===== config.mk =====
export PLATFORM = sky130hd
export DESIGN_NAME = crossbar_req_issuer
export DESIGN_NICKNAME = d
export VERILOG_FILES = /design/src/rtl/crossbar_req_issuer.sv
export SDC_FILE = /design/constraint.sdc
export NUM_CORES = 1
export LEC_CHECK = 0
export BUFFER_PORTS_ARGS = -buffer_cell sky130_fd_sc_hd__buf_2
export CORE_MARGIN = 2
export CORE_UTILIZATION = 45
export DETAILED_ROUTE_END_ITERATION = 6
export PLACE_DENSITY_LB_ADDON = 0.12
export SYNTH_ARGS = -nofsm -noshare
export SYNTH_HDL_FRONTEND = slang
export SYNTH_SLANG_ARGS = --single-unit

===== constraint.sdc =====
create_clock -name clk -period 7 [get_ports clk]
set_input_delay 1.05 -clock clk [delete_from_list [all_inputs] [get_ports clk]]
set_output_delay 1.05 -clock clk [all_outputs]
set_load 0.05 [all_outputs]

===== src/rtl/crossbar_req_issuer.sv =====
// Requester-side front end for one crossbar input port.
// Buffers outgoing transactions in a small FIFO and presents the head as a
// normal request. A head that waits too long is escalated to a one-hot
// priority request on its destination out-port.
module crossbar_req_issuer #(
   parameter  int N_OUT_PORTS   = 8,
   parameter  int DATA_W        = 32,
   parameter  int DEPTH         = 4,
   parameter  int STARVE_THRESH = 16,
   parameter  int CNT_W         = 8,
   localparam int PORT_W        = $clog2(N_OUT_PORTS),
   localparam int PTR_W         = $clog2(DEPTH),
   localparam int OCC_W         = PTR_W + 1
) (
   input  logic                   clk,
   input  logic                   rst,
   input  logic                   in_valid,
   output logic                   in_ready,
   input  logic [PORT_W-1:0]      in_out_port,
   input  logic [DATA_W-1:0]      in_data,
   output logic                   req,
   output logic [PORT_W-1:0]      req_out_port,
   output logic [DATA_W-1:0]      req_data,
   input  logic                   grant,
   output logic [N_OUT_PORTS-1:0] priority_req,
   input  logic [N_OUT_PORTS-1:0] priority_grant,
   output logic [OCC_W-1:0]       occupancy,
   output logic [CNT_W-1:0]       wait_cnt,
   output logic                   starve_pulse
);

   typedef enum logic [1:0] {
      ST_IDLE = 2'd0,
      ST_REQ  = 2'd1,
      ST_ESC  = 2'd2
   } state_e;

   state_e              state_q, state_d;
   logic [PTR_W-1:0]    wr_ptr_q, rd_ptr_q;
   logic [OCC_W-1:0]    occ_q, occ_d;
   logic [CNT_W-1:0]    wait_q, wait_d;
   logic                starve_q, starve_d;

   logic [PORT_W-1:0]   mem_port_q [DEPTH];
   logic [DATA_W-1:0]   mem_data_q [DEPTH];

   logic                push;
   logic                pop;
   logic [PORT_W-1:0]   head_port;
   logic [DATA_W-1:0]   head_data;
   logic                entries_remain;

   // in_ready comes straight from the registered occupancy, so a pop in the
   // same cycle cannot open the FIFO for a push until the following cycle.
   assign in_ready  = (occ_q != OCC_W'(DEPTH));
   assign push      = in_valid && in_ready;
   assign head_port = mem_port_q[rd_ptr_q];
   assign head_data = mem_data_q[rd_ptr_q];

   // After a pop the FIFO still holds something if more than one entry was
   // present, or a push lands in the same cycle.
   assign entries_remain = (occ_q > OCC_W'(1)) || push;

   // Next-state, wait counter and request outputs.
   // NOTE: every signal assigned in this block gets a default first, so no
   // path through the case statement can leave one unassigned and infer a latch.
   always_comb begin
      state_d      = state_q;
      wait_d       = wait_q;
      starve_d     = 1'b0;
      pop          = 1'b0;
      req          = 1'b0;
      priority_req = '0;
      unique case (state_q)
         ST_IDLE: begin
            wait_d = '0;
            if ((occ_q != '0) || push) begin
               state_d = ST_REQ;
            end
         end
         ST_REQ: begin
            req = 1'b1;
            if (grant) begin
               pop     = 1'b1;
               wait_d  = '0;
               state_d = entries_remain ? ST_REQ : ST_IDLE;
            end else if (wait_q == CNT_W'(STARVE_THRESH - 1)) begin
               state_d  = ST_ESC;
               wait_d   = CNT_W'(STARVE_THRESH);
               starve_d = 1'b1;
            end else begin
               wait_d = wait_q + CNT_W'(1);
            end
         end
         ST_ESC: begin
            // Normal grant is ignored here; only the priority grant on the
            // head's own out-port retires the escalated entry.
            priority_req = N_OUT_PORTS'(1) << head_port;
            if (priority_grant[head_port]) begin
               pop     = 1'b1;
               wait_d  = '0;
               state_d = entries_remain ? ST_REQ : ST_IDLE;
            end
         end
         default: begin
            state_d = ST_IDLE;
            wait_d  = '0;
         end
      endcase
   end

   // Occupancy bookkeeping; a simultaneous push and pop leaves it unchanged.
   always_comb begin
      occ_d = occ_q;
      unique case ({push, pop})
         2'b10:   occ_d = occ_q + OCC_W'(1);
         2'b01:   occ_d = occ_q - OCC_W'(1);
         default: occ_d = occ_q;
      endcase
   end

   // Control registers: state, pointers, occupancy, wait counter, pulse.
   // NOTE: sequential state uses non-blocking assignments so every register
   // samples the pre-edge values regardless of statement order.
   always_ff @(posedge clk or negedge rst) begin
      if (!rst) begin
         state_q  <= ST_IDLE;
         wr_ptr_q <= '0;
         rd_ptr_q <= '0;
         occ_q    <= '0;
         wait_q   <= '0;
         starve_q <= 1'b0;
      end else begin
         state_q  <= state_d;
         occ_q    <= occ_d;
         wait_q   <= wait_d;
         starve_q <= starve_d;
         if (push) begin
            wr_ptr_q <= wr_ptr_q + PTR_W'(1);
         end
         if (pop) begin
            rd_ptr_q <= rd_ptr_q + PTR_W'(1);
         end
      end
   end

   // FIFO storage written on push.
   // NOTE: the storage array is deliberately not reset; occupancy and the
   // pointers decide which slots are valid, so clearing the data is wasted logic.
   always_ff @(posedge clk) begin
      if (push) begin
         mem_port_q[wr_ptr_q] <= in_out_port;
         mem_data_q[wr_ptr_q] <= in_data;
      end
   end

   // Head fields are forced to zero while idle so stale slots never leak out.
   assign req_out_port = (state_q != ST_IDLE) ? head_port : '0;
   assign req_data     = (state_q != ST_IDLE) ? head_data : '0;
   assign occupancy    = occ_q;
   assign wait_cnt     = wait_q;
   assign starve_pulse = starve_q;

`ifndef SYNTHESIS
   a_req_excl : assert property (@(posedge clk) disable iff (!rst)
      !(req && (|priority_req)));
   a_prio_onehot : assert property (@(posedge clk) disable iff (!rst)
      $countones(priority_req) <= 1);
   a_occ_bound : assert property (@(posedge clk) disable iff (!rst)
      occupancy <= OCC_W'(DEPTH));
`endif

endmodule


==> results.toml <==
[outcome]
status = "finished clean"

[worst_setup_path]
crit_arrival_ns = 2.81
critPathSlowestCell = "dfrtp_2"
critPathCaptureType = "output port"
r2r-end = "wait_cnt[7]"
startpoint_type = "flip-flop"
regToRegSetupSlack_ns = 3.79
regToRegStartpoint = "rd_ptr_q[1]"
worstPathCellList = "buf_4 -> mux4_2 -> inv_1 -> nand2_1 -> nor2_1 -> buf_2"
crit_fanout = 23
rr_worst_depth = 6
crit_buf_inv = 3
path_delay_family = "buffers and inverters"
max_stage_delay_ns = 0.65
path_class = "reg2out"
worstPathRequired_ns = 5.95

[placed_design]
postPlaceCellArea_um2 = 7280
place.gp.congestion = 0.774
place_hpwl_um = 7500
portBuffers = 103
dp_cells = 638

[pwr]
p_per_area_nw_per_um2 = 490
power_frac_comb = 0.422
clkPwrFrac = 0.222
p_sw_uw = 1560
p_int_uw = 2270
p_leak_uw = 0.00293
seqPwrFrac = 0.356
switching_share = 0.407
irDropWorstVdd_v = 0.000298

[clock_tree]
cts-root-buf = "clkbuf_16"
cts_tree = "yes"
clk_pin_slew_ns = 0.06
cts_setup_buffers = 0
ctsResizeCount = 0
postCtsHoldBufs = 0
htreeDepth = 4
cts_sinks = 158
cts_buffers = 17
clkLatencyLatePin_ns = 0.42
max-clock-path-buffers = 2

[die]
die_height_um = 125
start_util = 0.456
die_w_um = 125
ios = 104
core_area_um2 = 14400
dieArea_um2 = 15600
rows = 44

[synthesis]
synthCells = 363
yosys.area_share.simple = 0.0789
synth_compound_area_frac = 0.0335
ys_types = 35
syn_nets = 424
synth-adder-area-share = 0.0266
synth_area_per_cell_um2 = 18.1
yosys_warnings = 0
yosys-mux-area-fraction = 0.129
ys_ff_latch = 158
synth_area_leaders = "edfxtp_1 64%, mux4_2 11%, dfrtp_1 6.8%"
syn_area_um2 = 6580
synth_top_family_by_area = "multiplexers"
yosys.area_share.xor_xnor = 0.00799
yosysSeqAreaShare = 0.707
synth_top_area_frac = 0.639
yosysTopAreaCell = "edfxtp_1"

[timing]
setup_viol_count_final = 0
worstMarginPinSlew_ns = 0.974
fin_skew_ns = 0.00752
drv_slew = 0
rsz0062_at_grt = "false"
period_share = 0.551
slew_headroom = 0.351
hold_viol_final = 0
period_needed_ns = 3.86
timing.fmax_ghz = 0.259
fin_tns_setup_ns = 0

[global_route]
grt_pass1_vias = 3686
antenna_found_initial = 1
grt_pass1_wl_um = 19600
grt_max_degree = 38
grt-ovfl-total = 0
grt_util_all_layers = 0.168

[detailed_routing]
first_pass_iters = 4
drt_iter0_markers = 232
wl_um = 12400
met3_length_um = 704
drcViolationCount = 0
top_layer = "met4"
vias_per_cell = 5.28
wl_met1_um = 5500
avgRoutedWirePerCell_um = 18.5
antenna_left = 0
via_count = 3535
wl_met2_um = 6000

[min_path]
hp-start = "wait_cnt[7]"
whs_path_depth = 1
hp-class = "reg2reg"
holdPathEnd = "wait_cnt[7]"

[layout]
drive_gt1_frac = 0.371
final_nets = 534
seqCellArea_um2 = 4660
multi_input_area_um2 = 1830
most-common-layout-cells = "140 x edfxtp_1, 103 x buf_2, 38 x nor2b_1, 33 x mux4_2, 17 x clkbuf_16"
nFillCells = 1198
final_common_cell = "edfxtp_1"
stdcell_count = 670
area_growth_syn_to_layout_pct = 18.8
finish.instance_area_um2 = 7820

[run]
cap_viol_max_count = 0
## through the flow
| step | utilization | setup WS (ns) | hold slack (ns) | total power, uW |
|---|---|---|---|---|
| floorplan | - | 3.91 | 0.513 | 2640 |
| global route | 0.542 | 2.91 | 0.533 | 4040 |
| detailed placement | 0.505 | 3.49 | 0.503 | 3040 |
| global placement | 0.505 | 3.49 | 0.497 | 3020 |
| CTS | 0.542 | 3.04 | 0.513 | 3900 |
| finish | 0.542 | 3.14 | 0.509 | 3830 |
## synthesized netlist by cell type (all sizes together)
cell    number
nor2        16
mux2i        3
clkbuf       6
buf          7
a21oi        2
xnor2        4
nor2b       38
and3         7
edfxtp     140
o31ai        6
xor2         2
or2          5
nand3b       1
dfrtp       18
o21ai       14
nand2b       4
nand2       12
nand4        2
mux4        36
inv         11
ha          14
a221oi       1
o41ai        1
and2         1
a31oi        1
nand3        7
or4          1
o21bai       1
o221a        2
## routing by layer
layer  track usage  vias to the layer above
met1         0.217                     1782
met2         0.271                      102
met4        0.0686                        0
met3        0.0494                       18
li1              -                     1633
met5             0                        -
## final cells by class
cell class	count	share of cell area
Sequential cell	158	0.596
Tap cell	184	0.0294
Clock buffer	21	0.0563
Antenna cell	1	0.000320
Multi-Input combinational cell	181	0.234
Inverter	11	0.00528
Timing Repair Buffer	104	0.0669
Clock inverter	10	0.0125
## worst max path at each step
stage,end,cells past startpoint,from,slack (ns)
finish,priority_req[2],6,rd_ptr_q[0],3.14
global route,priority_req[1],6,rd_ptr_q[0],2.91
CTS,priority_req[3],6,rd_ptr_q[0],3.04
detailed placement,priority_req[3],6,rd_ptr_q[0],3.49
global placement,priority_req[2],6,rd_ptr_q[0],3.49
floorplan,req_data[10],4,rd_ptr_q[0],3.91
## cell families after synthesis
kind of cell,after synthesis
mux,39
simple gates,94
xor+xnor,6
flops,158
buf+inv,24
fa+ha+maj,14
compound gates,28
## power groups by stage
stage	registers, uW	clock network, uW	logic (uW)
6_report	1360	851	1620
5_1_grt	1390	910	1730
4_1_cts	1370	870	1650
3_5_place_dp	1390	0	1640
3_3_place_gp	1380	0	1640
2_1_floorplan	1350	0	1290
## registers in the layout (all words and copies together) (netlist names)
register,cells
mem_data_q,128
starve_pulse,1
state_q,2
mem_port_q,12
wr_ptr_q,2
occupancy,3
wait_cnt,8
rd_ptr_q,2
No activity file was read; power rests on OpenSTA's default activity.
